### src/rtl/fifo_uart_tx_pkg.sv
// Shared types and constants for the FIFO-to-UART transmit path.
// Also used by uart_baud_tick; a future RX block can reuse it too.
package fifo_uart_tx_pkg;

    typedef enum logic [1:0] {
        StIdle  = 2'd0,
        StStart = 2'd1,
        StData  = 2'd2,
        StStop  = 2'd3
    } tx_state_e;

    localparam int unsigned DATA_BITS   = 8;
    localparam logic        START_LEVEL = 1'b0;
    localparam logic        STOP_LEVEL  = 1'b1;
    localparam logic        IDLE_LEVEL  = 1'b1;

    // Ceiling log2, used for counter widths; clog2(1) = 0.
    function automatic int unsigned clog2(input int unsigned value);
        int unsigned result;
        result = 0;
        for (int unsigned v = value - 1; v > 0; v = v >> 1) begin
            result = result + 1;
        end
        return result;
    endfunction

endpackage

### src/rtl/uart_baud_tick.sv
// Free-running bit-period counter: counts 0..CLKS_PER_BIT-1 and wraps.
// It ticks on the last count of each bit. The clear input holds it at 0.
module uart_baud_tick
    import fifo_uart_tx_pkg::*;
#(
    parameter int unsigned CLKS_PER_BIT = 868
) (
    input  logic clk,
    input  logic rst_n,
    input  logic clear,
    output logic tick
);

    localparam int unsigned CNT_W = (clog2(CLKS_PER_BIT) > 0) ? clog2(CLKS_PER_BIT) : 1;
    localparam logic [CNT_W-1:0] LAST_CNT = CNT_W'(CLKS_PER_BIT - 1);

    logic [CNT_W-1:0] count_q, count_d;

    assign tick = !clear && (count_q == LAST_CNT);

    always_comb begin
        count_d = count_q;
        if (clear || tick) begin
            count_d = '0;
        end else begin
            count_d = count_q + CNT_W'(1);
        end
    end

    always_ff @(posedge clk or negedge rst_n) begin
        if (!rst_n) begin
            count_q <= '0;
        end else begin
            count_q <= count_d;
        end
    end

endmodule

### src/rtl/fifo_uart_tx.sv
// Pops words from a first-word-fall-through FIFO and sends them as 8N1 UART frames.
// Multi-byte words go out most significant byte first.
module fifo_uart_tx
    import fifo_uart_tx_pkg::*;
#(
    parameter int unsigned WIDTH        = 8,
    parameter int unsigned CLKS_PER_BIT = 868,
    parameter int unsigned STOP_BITS    = 1
) (
    input  logic             CLK,
    input  logic             RST_N,
    input  logic             ENABLE,
    input  logic [WIDTH-1:0] FIFO_DATA,
    input  logic             FIFO_EMPTY,
    output logic             FIFO_RE,
    output logic             TXD,
    output logic             BUSY
);

    localparam int unsigned NBYTES = WIDTH / DATA_BITS;
    localparam int unsigned BYTE_W = (NBYTES > 1) ? clog2(NBYTES) : 1;
    localparam int unsigned BIT_W  = clog2(DATA_BITS);

    localparam logic [BYTE_W-1:0] LAST_BYTE = BYTE_W'(NBYTES - 1);
    localparam logic [BIT_W-1:0]  LAST_BIT  = BIT_W'(DATA_BITS - 1);
    localparam logic              LAST_STOP = 1'(STOP_BITS - 1);

    tx_state_e         state_q, state_d;
    logic [WIDTH-1:0]  word_q, word_d;
    logic [BYTE_W-1:0] byte_idx_q, byte_idx_d;
    logic [BIT_W-1:0]  bit_idx_q, bit_idx_d;
    logic              stop_idx_q, stop_idx_d;
    logic              txd_q, txd_d;
    logic              busy_q, busy_d;

    logic                 baud_clear;
    logic                 baud_tick;
    logic                 pop;
    logic [BIT_W-1:0]     bit_nxt;
    logic [DATA_BITS-1:0] cur_byte;

    // The word is shifted left a byte at a time, so the byte on air is always the top one.
    assign cur_byte = word_q[WIDTH-1 -: DATA_BITS];
    assign bit_nxt  = bit_idx_q + BIT_W'(1);

    assign pop     = (state_q == StIdle) && ENABLE && !FIFO_EMPTY;
    assign FIFO_RE = pop && RST_N;
    assign TXD     = txd_q;
    assign BUSY    = busy_q;

    // Every non-idle transition lands on a wrap, so holding in idle restarts each state at 0.
    assign baud_clear = (state_q == StIdle);

    uart_baud_tick #(
        .CLKS_PER_BIT(CLKS_PER_BIT)
    ) u_baud_tick (
        .clk  (CLK),
        .rst_n(RST_N),
        .clear(baud_clear),
        .tick (baud_tick)
    );

    always_comb begin
        state_d    = state_q;
        word_d     = word_q;
        byte_idx_d = byte_idx_q;
        bit_idx_d  = bit_idx_q;
        stop_idx_d = stop_idx_q;
        txd_d      = txd_q;
        busy_d     = busy_q;

        unique case (state_q)
            StIdle: begin
                if (pop) begin
                    word_d     = FIFO_DATA;
                    byte_idx_d = LAST_BYTE;
                    busy_d     = 1'b1;
                    txd_d      = START_LEVEL;
                    state_d    = StStart;
                end
            end
            StStart: begin
                if (baud_tick) begin
                    bit_idx_d = '0;
                    txd_d     = cur_byte[0];
                    state_d   = StData;
                end
            end
            StData: begin
                if (baud_tick) begin
                    if (bit_idx_q == LAST_BIT) begin
                        stop_idx_d = 1'b0;
                        txd_d      = STOP_LEVEL;
                        state_d    = StStop;
                    end else begin
                        bit_idx_d = bit_nxt;
                        txd_d     = cur_byte[bit_nxt];
                    end
                end
            end
            StStop: begin
                if (baud_tick) begin
                    if (stop_idx_q != LAST_STOP) begin
                        stop_idx_d = stop_idx_q + 1'b1;
                    end else if (byte_idx_q != '0) begin
                        byte_idx_d = byte_idx_q - BYTE_W'(1);
                        word_d     = word_q << DATA_BITS;
                        txd_d      = START_LEVEL;
                        state_d    = StStart;
                    end else begin
                        txd_d   = IDLE_LEVEL;
                        busy_d  = 1'b0;
                        state_d = StIdle;
                    end
                end
            end
            default: begin
                state_d = StIdle;
            end
        endcase
    end

    always_ff @(posedge CLK or negedge RST_N) begin
        if (!RST_N) begin
            state_q    <= StIdle;
            word_q     <= '0;
            byte_idx_q <= '0;
            bit_idx_q  <= '0;
            stop_idx_q <= 1'b0;
            txd_q      <= IDLE_LEVEL;
            busy_q     <= 1'b0;
        end else begin
            state_q    <= state_d;
            word_q     <= word_d;
            byte_idx_q <= byte_idx_d;
            bit_idx_q  <= bit_idx_d;
            stop_idx_q <= stop_idx_d;
            txd_q      <= txd_d;
            busy_q     <= busy_d;
        end
    end

endmodule

### config.mk
export PLATFORM = sky130hd
export DESIGN_NAME = fifo_uart_tx
export DESIGN_NICKNAME = d
export VERILOG_FILES = /design/src/rtl/fifo_uart_tx_pkg.sv /design/src/rtl/uart_baud_tick.sv /design/src/rtl/fifo_uart_tx.sv
export SDC_FILE = /design/constraint.sdc
export NUM_CORES = 1
export LEC_CHECK = 0
export CORE_ASPECT_RATIO = 0.5
export CORE_MARGIN = 1
export CORE_UTILIZATION = 53
export CTS_BUF_LIST = sky130_fd_sc_hd__clkbuf_2 sky130_fd_sc_hd__clkbuf_4 sky130_fd_sc_hd__clkbuf_8
export DETAILED_ROUTE_END_ITERATION = 7
export GPL_TIMING_DRIVEN = 0
export PLACE_DENSITY = 0.74
export SKIP_CTS_REPAIR_TIMING = 1
export SLEW_MARGIN = 10
export SYNTH_ARGS = -nofsm -noshare
export SYNTH_HDL_FRONTEND = slang
export SYNTH_SLANG_ARGS = --single-unit
### constraint.sdc
create_clock -name CLK -period 1.95 [get_ports CLK]
set_clock_uncertainty 0.1 [all_clocks]
set_input_delay 0.2925 -clock CLK [delete_from_list [all_inputs] [get_ports CLK]]
set_output_delay 0.2925 -clock CLK [all_outputs]
set_load 0.05 [all_outputs]
# == Word level (Yosys, flattened, before mapping) ==
# Cells that the tools add are included.
# totals
regBits,27
wordCells,87
in_bits,12
out_inout_bits,3
# classes
magnitude_cmp,1
n_mux,42
addsub,4
n_eq_ne,14
n_reduce_logical,18
# op_table
operator,count
$mux 8,4
$mux 1,20
$pmux 8 s2,1
$reduce_and 5->1,3
$mux 2,6
$ne 2x2->1 const B,6
$reduce_and 4->1,3
$add 10x1->10 const B,1
$eq 10x10->1 const B,1
$mux 10,1
$mux 3,3
$pmux 2 s4,1
$ne 2x1->1 const B,3
$pmux 1 s2,3
$pmux 3 s2,1
$reduce_and 6->1,1
$reduce_bool 2->1,3
$eq 2x2->1 const B,2
$logic_and 1x1->1,4
$lt 3x4->1 const B,1
$pmux 1 s4,1
$add 3x1->3 const B,1
$bmux 1 s3,1
$eq 3x3->1 const B,1
other kinds (6),7

# == Depth between registers and ports, before layout ==
# Gate-level depths: netlist of run 1.
# depth
depth_word,6
depth_mapped,7
depth_no_buf,6

# == Cells and area by module ==
# From an unflattened synthesis of run 1, not the netlist that was laid out.
# unflattened
hier_cells,137
area_unflattened_um2,1387.6
# by_module_without_submodules
mod,seq_area_each_um2,instances,cells_each,area_per_inst_um2
fifo_uart_tx,376.6,1,84,872.1
uart_baud_tick,250.2,1,53,515.5

# == Worst setup path after synthesis of run 1 ==
# OpenSTA, ideal clock, no wires.
# synth_path
path_type,register -> register
from,register bit_idx_q[0]
to,register txd_q (netlist: TXD)
required_ns,1.786
path_buffers,0
arrival_time_ns,1.895
stages_incl_launch_ff,7
setup_slack_ns,-0.110
setup_time_ns,0.064
synth_period_minus_slack_ns,2.060
path_cell_list,dfrtp_1 > ha_1 > ha_1 > inv_1 > mux4_2 > a2111o_1 > nand3_1
# synth_between
elab_chain_len,6
word_cells_on_any_way,7
classes_between,1 x add/sub; 1 x eq/ne; 5 x mux
# synth_lines
element,line,rtl
from (decl),fifo_uart_tx.sv:31,"logic [BIT_W-1:0] bit_idx_q, bit_idx_d;"
from (signal assigned),fifo_uart_tx.sv:136,bit_idx_q <= bit_idx_d;
$add 3x1->3,fifo_uart_tx.sv:44,assign bit_nxt = bit_idx_q + BIT_W'(1);
$bmux 1 s3,fifo_uart_tx.sv:97,txd_d = cur_byte[bit_nxt];
$mux 1 (not written as such),fifo_uart_tx.sv:97,
$mux 1 *,fifo_uart_tx.sv:91,if (bit_idx_q == LAST_BIT) begin
$mux 1 *,fifo_uart_tx.sv:90,if (baud_tick) begin
$pmux 1 s4 *,fifo_uart_tx.sv:72,unique case (state_q)
to (signal assigned),fifo_uart_tx.sv:138,txd_q <= txd_d;
to (decl),fifo_uart_tx.sv:33,"logic txd_q, txd_d;"
# Mark *: on every way between the ends. The rest lies on a longest branch, timed or not. The select of a mux whose other input is x is not followed.
# A chain may end at the register's enable or synchronous reset.

# == Worst setup path in the final report of run 1 ==
# Same ends and word-level chain as after synthesis.

==> impl_metrics.py, run 1 <==
metrics = {
    "outcome": {
        "status": "finished, violations left",
        "violations": "negative setup slack",
    },
    "die": {
        "row_count": 13,
        "die_y_um": 39.1,
        "initial_core_util": 0.562,
        "core_area_um2": 2600,
        "dieArea_um2": 2990,
        "io-pin-count": 15,
        "die_w_um": 76.3,
    },
    "layout": {
        "drive_gt1_frac": 0.256,
        "fillCellCount": 211,
        "final_util": 0.724,
        "multiInputGateArea_um2": 880,
        "syn_to_final_growth_pct": 28.8,
        "stdcell_area_um2": 1880,
        "nets": 181,
        "ff_latch_area_um2": 627,
        "diodes": 0,
    },
    "worst_setup_path": {
        "r2r_start": "bit_idx_q[0]",
        "path_class": "register to register",
        "end_kind": "register",
        "arrival_ns": 2.15,
        "crit_required_ns": 2.06,
        "r2r-end": "TXD",
        "crit_path_max_fanout": 5,
        "r2r_cells": 6,
        "r2r_slack_ns": -0.09,
        "worst_setup_path_start_kind": "register",
    },
    "clock_network": {
        "clock-sinks": 25,
        "cts_max_level": 1,
        "insertion_delay_ns": 0.27,
        "cts_max_path_buffers": 2,
        "cts_tree": "done",
        "numCtsBuffers": 3,
        "clk_pin_slew_ns": 0.09,
        "cts-root-buf": "clkbuf_8",
    },
    "timing": {
        "slew_viol_final": 0,
        "period_share": 1.05,
        "tns_ns": -0.0910,
        "worst_pin_slew_ns": 0.504,
        "max_freq_mhz": 490,
        "setup_violations": 1,
        "fin_ws_ns": -0.0910,
        "rsz0062_at_grt": "yes",
        "post-route-min-period_ns": 2.04,
        "slew_headroom": 0.664,
        "hold_viol_final": 0,
    },
    "placement": {
        "pre_cts_ws_ns": -1.15,
        "place_area_um2": 1650,
        "io_buffers": 14,
        "gp_congestion": 0.795,
        "hpwl_um": 1790,
    },
    "global_routing": {
        "grt_overflow_total": 0,
        "grt_use_total": 0.184,
        "grt_pass1_vias": 926,
        "grt_max_degree": 27,
        "grt_pass1_wl_um": 4110,
        "antenna_found_initial": 0,
    },
    "pwr": {
        "clockPowerShare": 0.362,
        "vdd_ir_drop_max_mv": 0.391,
        "p_per_area_nw_per_um2": 469,
        "p_seq_frac": 0.587,
        "pwr-share-comb": 0.051,
        "power.switching_mw": 0.177,
        "power_mw": 0.883,
        "switching_share": 0.200,
        "internal_power_mw": 0.706,
        "cellLeakagePower_nw": 0.819,
    },
    "synth": {
        "yosys_warnings": 0,
        "synthDistinctLibCells": 42,
        "synth_nets": 155,
        "ys_seq_area_frac": 0.429,
        "syn_area_um2": 1460,
        "synth-simple-area-share": 0.198,
        "synthXorXnorAreaFrac": 0.0419,
        "synth_top_family_by_area": "simple AND/OR/NAND/NOR gates",
        "synthMuxAreaShare": 0.119,
        "ys_seq_elements": 25,
        "synth-adder-area-share": 0.0684,
        "synth_compound_area_frac": 0.100,
        "syn_inst": 135,
        "avgSynthCellArea_um2": 10.8,
    },
    "route": {
        "drtAntennaViolNets": 0,
        "drtPass1Iterations": 4,
        "drt_iter0_drc": 41,
        "num_vias": 1047,
        "avgViaCountPerCell": 5.31,
        "wirelength_um": 2710,
        "post-route-drc-count": 0,
        "wl_per_cell_um": 13.8,
    },
    "min_path": {
        "min_to": "cur_byte[5]",
        "min_from": "cur_byte[5]",
        "hold_depth": 1,
        "min_path_type": "register to register",
    },
    "flow_run": {
        "max_cap_violations": 0,
    },
}
[metal layers]
metal | GRT usage | wire, µm | vias to the layer above
met2 | 0.329 | 1220 | 17
met5 | 0 | 0 | -
met3 | 0.0565 | 90 | 4
met4 | 0.0288 | 21 | 0
li1 | - | - | 523
met1 | 0.228 | 1380 | 503
[cell families (layout without fill, tap and decap cells)]
kind of cell / count (synthesis) / after routing
mux: 15 / 15
fa+ha+maj: 8 / 8
flops: 25 / 25
compound gates: 18 / 18
buf+inv: 15 / 40
simple gates: 47 / 47
xor+xnor: 7 / 7
[worst max-delay path, cell delays in order (launching register included)]
cell and delay [ns]:
dfrtp_1 0.45, ha_4 0.19, ha_4 0.21, inv_4 0.06
mux4_2 0.48, a2111o_1 0.42, nand3_1 0.07
[metrics by stage]
stage                     cells  hold WS, ns
after floorplan             135       -0.103
after global placement      186        0.372
after detailed placement    186        0.380
after CTS                   190        0.396
after global routing        197        0.426
final                       197        0.412
[synth_stat cells]
master     instances  share of area
o2bb2ai_1          1         0.0060
o22ai_1            1         0.0043
a31oi_1            1         0.0043
o31ai_1            2          0.010
a21boi_4           1          0.013
dfrtp_1           24           0.41
or3b_1             1         0.0060
buf_1              1         0.0026
xor2_1             4          0.024
mux2_2             9          0.069
and2_1             1         0.0043
nand4_1            2         0.0086
a2111o_1           1         0.0077
nand3_1            6          0.021
o21ai_0            2         0.0068
a21oi_1            3          0.010
a21boi_0           1         0.0051
nand2_1            4          0.010
nand2b_1           3          0.013
o21a_1             1         0.0051
a2111oi_2          1          0.010
clkbuf_1           4          0.010
buf_6              1         0.0077
and4bb_2           1         0.0086
ha_1               8          0.068
nor2b_1            8          0.034
nor4b_1            1         0.0060
nand3b_1           1         0.0051
a22o_1             2          0.012
dfstp_2            1          0.018
and4_1             2          0.012
mux4_2             1          0.015
nor3b_2            1         0.0086
nor2_1            13          0.033
a21o_1             1         0.0051
inv_1              8          0.021
nand4b_4           1          0.016
and3_1             1         0.0043
mux2i_1            5          0.034
and4b_1            1         0.0068
xnor2_1            3          0.018
buf_2              1         0.0034
[power groups by stage]
stage / Clock (mW) / Sequential [mW] / Combinational (mW)
after floorplan: 0 / 0.528 / 0.00686
after global placement: 0 / 0.528 / 0.0385
after detailed placement: 0 / 0.528 / 0.0399
after CTS: 0.333 / 0.518 / 0.0398
after global routing: 0.346 / 0.518 / 0.0502
final: 0.320 / 0.518 / 0.0451
[layout by cell type (no fill, tap or decap), types with 2 or more instances in the layout]
cell type        Yosys  final
mux2_2               9      2
xnor2_1              3      3
mux2i_1              5      4
xor2_1               4      4
buf_4                0      6
nand2b_1             3      3
clkbuf_1             4      3
clkdlybuf4s50_1      0     11
ha_1                 8      4
nor2b_1              8      8
nor2_1              13     12
dfrtp_1             24     24
clkbuf_8             0      3
inv_1                8      6
a21oi_1              3      3
buf_12               0      2
clkbuf_4             0      2
and4_1               2      2
nand2_1              4      4
nand4_1              2      2
buf_2                1      2
mux2_4               0      7
nand3_1              6      6
o31ai_1              2      2
a22o_1               2      2
ha_4                 0      4
[layout make-up]
type | instances | area share
buffer | 5 | 0.0106
clock buffer | 4 | 0.0259
inverter | 8 | 0.0173
multi-input combinational | 95 | 0.467
sequential | 25 | 0.333
tap | 37 | 0.0246
timing repair buffer | 23 | 0.122
[worst max-delay path by stage]
stage | startpoint | end | slack [ns] | cells after the start
after detailed placement | RST_N | FIFO_RE | -1.15 | 4
after CTS | RST_N | FIFO_RE | -1.15 | 4
after floorplan | bit_idx_q[0] | TXD | -0.04 | 6
after global placement | RST_N | FIFO_RE | -1.12 | 4
final | bit_idx_q[0] | TXD | -0.09 | 6
after global routing | bit_idx_q[0] | TXD | -0.15 | 6
[sequential cells by signal (all words and copies together) (netlist names)]
register             cells
cur_byte                 8
BUSY                     1
bit_idx_q                3
TXD                      1
u_baud_tick.count_q     10
state_q                  2
No activity file was read; power rests on OpenSTA's default activity.
==> inputs of run 2 (changes only) <==
CELL_PAD_IN_SITES_DETAIL_PLACEMENT = 1   (was not set)
CELL_PAD_IN_SITES_GLOBAL_PLACEMENT = 1   (was not set)
CORE_UTILIZATION = 42   (was 53)
MAX_ROUTING_LAYER = met4   (was not set)
REMOVE_ABC_BUFFERS = 1   (was not set)
==> impl_metrics.py, run 2 (synthesized netlist as in run 1, its figures left out) <==
metrics = {
    "outcome": {
        "status": "finished, violations left",
        "violations": "negative setup slack",
    },
    "clock_network": {
        "cts_max_path_buffers": 2,
        "cts_max_level": 1,
        "clk_pin_slew_ns": 0.09,
        "cts_tree": "done",
        "cts-root-buf": "clkbuf_8",
        "insertion_delay_ns": 0.27,
        "clock-sinks": 25,
        "numCtsBuffers": 3,
    },
    "timing": {
        "setup_violations": 2,
        "slew_viol_final": 0,
        "worst_pin_slew_ns": 0.502,
        "slew_headroom": 0.665,
        "period_share": 1.01,
        "fin_ws_ns": -0.0155,
        "hold_viol_final": 0,
        "post-route-min-period_ns": 1.97,
        "rsz0062_at_grt": "yes",
        "max_freq_mhz": 509,
        "tns_ns": -0.0270,
    },
    "route": {
        "avgViaCountPerCell": 5.24,
        "drtPass1Iterations": 3,
        "num_vias": 1022,
        "wirelength_um": 2950,
        "wl_per_cell_um": 15.1,
        "post-route-drc-count": 0,
        "drt_iter0_drc": 41,
        "drtAntennaViolNets": 0,
    },
    "worst_setup_path": {
        "r2r_slack_ns": -0.02,
        "end_kind": "register",
        "path_class": "register to register",
        "crit_required_ns": 2.07,
        "worst_setup_path_start_kind": "register",
        "arrival_ns": 2.08,
        "r2r_cells": 6,
        "r2r-end": "TXD",
        "crit_path_max_fanout": 4,
        "r2r_start": "bit_idx_q[0]",
    },
    "die": {
        "io-pin-count": 15,
        "die_w_um": 85.5,
        "die_y_um": 43.7,
        "dieArea_um2": 3740,
        "initial_core_util": 0.464,
        "row_count": 14,
        "core_area_um2": 3150,
    },
    "global_routing": {
        "antenna_found_initial": 0,
        "grt_pass1_wl_um": 4780,
        "grt_overflow_total": 0,
        "grt_pass1_vias": 1007,
        "grt_max_degree": 27,
        "grt_use_total": 0.177,
    },
    "layout": {
        "ff_latch_area_um2": 628,
        "multiInputGateArea_um2": 820,
        "layout_commonest_cell": "dfrtp_1",
        "diodes": 0,
        "largest_reg_flops": 10,
        "nets": 176,
        "fin_cells": 195,
        "largest_register": "u_baud_tick.count_q",
        "final_util": 0.570,
        "stdcell_area_um2": 1800,
        "syn_to_final_growth_pct": 22.8,
        "fillCellCount": 353,
        "final_cell_mix": "dfrtp_1 (23), nor2_1 (13), clkdlybuf4s50_1 (11)",
        "drive_gt1_frac": 0.239,
    },
    "pwr": {
        "pwr-share-comb": 0.051,
        "clockPowerShare": 0.364,
        "power.switching_mw": 0.178,
        "vdd_ir_drop_max_mv": 0.361,
        "p_seq_frac": 0.586,
        "p_per_area_nw_per_um2": 492,
        "internal_power_mw": 0.706,
        "cellLeakagePower_nw": 0.798,
        "switching_share": 0.202,
    },
    "placement": {
        "hpwl_um": 2060,
        "gp_congestion": 0.739,
        "io_buffers": 14,
        "pre_cts_ws_ns": -1.16,
        "dp.cells": 182,
        "place_area_um2": 1620,
    },
    "min_path": {
        "min_from": "cur_byte[5]",
        "hold_depth": 1,
        "min_to": "cur_byte[5]",
        "min_path_type": "register to register",
    },
    "flow_run": {
        "max_cap_violations": 0,
    },
}
## run 2: power by group through the flow
stage	sequential, mW	clock [mW]	combinational (mW)
after global placement	0.528	0	0.0394
after CTS	0.518	0.344	0.0403
after floorplan	0.528	0	0.00666
after detailed placement	0.528	0	0.0402
after global routing	0.518	0.355	0.0503
final	0.518	0.322	0.0447
## run 2: worst max-delay path by stage
stage                 start    endpoint  cells past startpoint
5_1_grt          state_q[1]  state_q[1]                      5
4_1_cts               RST_N     FIFO_RE                      4
3_3_place_gp          RST_N     FIFO_RE                      4
3_5_place_dp          RST_N     FIFO_RE                      4
6_report       bit_idx_q[0]         TXD                      6
2_1_floorplan  bit_idx_q[0]         TXD                      6
## run 2: worst max-delay path, stage by stage, from the launching register on
cell      delay, ns
dfrtp_2        0.44
ha_4           0.17
ha_4           0.21
inv_4          0.05
mux4_2         0.48
a2111o_1       0.38
nand3_1        0.07
## run 2: per-layer routing
| layer | part of all wire | vias to the layer above | wire length [µm] | track usage |
|---|---|---|---|---|
| met5 | 0 | - | 0 | - |
| met2 | 0.47 | 11 | 1400 | 0.278 |
| met4 | 0.0064 | 0 | 19 | 0.0400 |
| met1 | 0.49 | 501 | 1440 | 0.229 |
| met3 | 0.031 | 2 | 91 | 0.0514 |
| li1 | - | 508 | - | - |
## run 2: area by class of cell
class                      count  share of cell area
tap                           40              0.0279
inverter                       8              0.0181
multi-input combinational     95               0.456
sequential                    25               0.350
clock buffer                   4              0.0272
timing repair buffer          23               0.121
## run 2: through the flow
step | power, mW | hold slack, ns
floorplan | 0.535 | -0.103
global placement | 0.568 | 0.371
detailed placement | 0.569 | 0.379
CTS | 0.902 | 0.391
global route | 0.924 | 0.436
finish | 0.884 | 0.410
==> inputs of run 3 (changes only) <==
SKIP_CTS_REPAIR_TIMING = not set   (was 1)
==> impl_metrics.py, run 3 (synthesized netlist as in run 1, its figures left out) <==
metrics = {
    "placement": {
        "pre_cts_ws_ns": -1.16,
        "hpwl_um": 2060,
        "io_buffers": 14,
        "gp_congestion": 0.739,
        "place_area_um2": 1620,
    },
    "timing": {
        "max_freq_mhz": 508,
        "setup_violations": 1,
        "slew_headroom": 0.562,
        "timing.hold.ws_ns": 0.0241,
        "post-route-min-period_ns": 1.97,
        "fin_ws_ns": -0.0194,
        "rsz0062_at_grt": "yes",
        "period_share": 1.01,
        "hold_viol_final": 0,
        "tns_ns": -0.0194,
        "worst_pin_slew_ns": 0.658,
        "slew_viol_final": 0,
    },
    "clock_network": {
        "clock-sinks": 25,
        "cts_max_level": 1,
        "cts_max_path_buffers": 2,
        "numCtsBuffers": 3,
        "cts_tree": "done",
        "ctsHoldBuffers": 0,
        "clk_pin_slew_ns": 0.09,
        "cts-root-buf": "clkbuf_8",
        "insertion_delay_ns": 0.28,
    },
    "die": {
        "die_w_um": 85.5,
        "row_count": 14,
        "dieArea_um2": 3740,
        "initial_core_util": 0.464,
        "core_area_um2": 3150,
        "die_y_um": 43.7,
        "io-pin-count": 15,
    },
    "layout": {
        "largest_reg_flops": 10,
        "drive_gt1_frac": 0.258,
        "diodes": 0,
        "stdcell_area_um2": 1830,
        "final_cell_mix": "dfrtp_1 (24), nor2_1 (13), clkdlybuf4s50_1 (11)",
        "syn_to_final_growth_pct": 24.8,
        "layout_commonest_cell": "dfrtp_1",
        "nets": 176,
        "largest_register": "u_baud_tick.count_q",
    },
    "global_routing": {
        "grt_pass1_wl_um": 5200,
        "grt_overflow_total": 0,
        "antenna_found_initial": 0,
        "grt_pass1_vias": 1054,
        "grt_use_total": 0.194,
        "grt_max_degree": 27,
    },
    "flow_run": {
        "max_cap_violations": 0,
    },
    "route": {
        "num_vias": 1033,
        "drtPass1Iterations": 4,
        "drtAntennaViolNets": 0,
        "drt_iter0_drc": 21,
        "avgViaCountPerCell": 5.30,
        "wirelength_um": 3090,
        "post-route-drc-count": 0,
        "wl_per_cell_um": 15.8,
    },
    "pwr": {
        "power_mw": 0.886,
        "cellLeakagePower_nw": 0.800,
        "vdd_ir_drop_max_mv": 0.312,
        "power.switching_mw": 0.185,
        "pwr-share-comb": 0.044,
        "switching_share": 0.208,
        "p_seq_frac": 0.584,
        "internal_power_mw": 0.702,
        "clockPowerShare": 0.372,
        "p_per_area_nw_per_um2": 486,
    },
    "worst_setup_path": {
        "crit_required_ns": 2.07,
        "crit_path_max_fanout": 2,
        "r2r-end": "TXD",
        "r2r_cells": 6,
        "path_class": "register to register",
        "end_kind": "register",
        "r2r_start": "bit_idx_q[1]",
        "arrival_ns": 2.09,
        "worst_setup_path_start_kind": "register",
        "r2r_slack_ns": -0.02,
    },
    "min_path": {
        "min_path_type": "primary input to async pin",
    },
    "outcome": {
        "status": "finished, violations left",
        "violations": "negative setup slack",
    },
}
-- run 3: changes by cell type in the layout (fill, tap and decap cells not counted), sizes merged --
cell,change
clkbuf,-1
dlymetal6s2s,-1
buf,+1
clkdlybuf4s15,+1
dlygate4sd2,+1
dlygate4sd3,-1
-- run 3: metrics by stage --
| stage | util | std cells |
|---|---|---|
| 2_1_floorplan | - | 128 |
| 3_3_place_gp | 0.513 | 182 |
| 3_5_place_dp | 0.513 | 182 |
| 4_1_cts | 0.563 | 193 |
| 5_1_grt | 0.579 | 195 |
| 6_report | 0.579 | 195 |
-- run 3: worst max path at each step --
| stage | slack [ns] | startpoint | cells past startpoint | to |
|---|---|---|---|---|
| after floorplan | -0.11 | bit_idx_q[0] | 6 | TXD |
| after global placement | -1.14 | RST_N | 4 | FIFO_RE |
| after detailed placement | -1.16 | RST_N | 4 | FIFO_RE |
| after CTS | -0.003 | bit_idx_q[1] | 6 | TXD |
| after global routing | -0.07 | bit_idx_q[1] | 6 | TXD |
| final | -0.02 | bit_idx_q[1] | 6 | TXD |
-- run 3: routing by layer --
metal | vias to the layer above | GRT usage | part of all wire
met5 | - | - | 0
met3 | 4 | 0.0514 | 0.030
met4 | 0 | 0.0400 | 0.012
met1 | 504 | 0.241 | 0.47
met2 | 14 | 0.326 | 0.49
li1 | 511 | - | -
-- run 3: worst max-delay path, cell delays in order (launching register included) --
cell and delay [ns]:
dfrtp_1 0.42, ha_4 0.18, ha_4 0.21, inv_4 0.06, mux4_2 0.48, a2111o_1 0.38, nand3_1 0.07
-- run 3: area by class of cell --
class                           instances  area [µm²]
Tap cell                               40        50.0
Timing Repair Buffer                   23         218
Inverter                                8        32.5
Sequential cell                        25         627
Clock buffer                            4        48.8
Multi-Input combinational cell         95         850
Fill cell                             353        1330
-- run 3: timing repair --
action | CTS | global route
pin swaps | 4 | 1
setup buffers | 7 | 2
resized for setup | 20 | 6
endpoints found under the setup margin | 12 | 21
-- run 3: power groups by stage --
stage	clock network (mW)	registers [mW]	logic [mW]
after floorplan	0	0.528	0.00666
final	0.330	0.518	0.0388
after global routing	0.359	0.518	0.0445
after global placement	0	0.528	0.0394
after detailed placement	0	0.528	0.0402
after CTS	0.344	0.518	0.0399
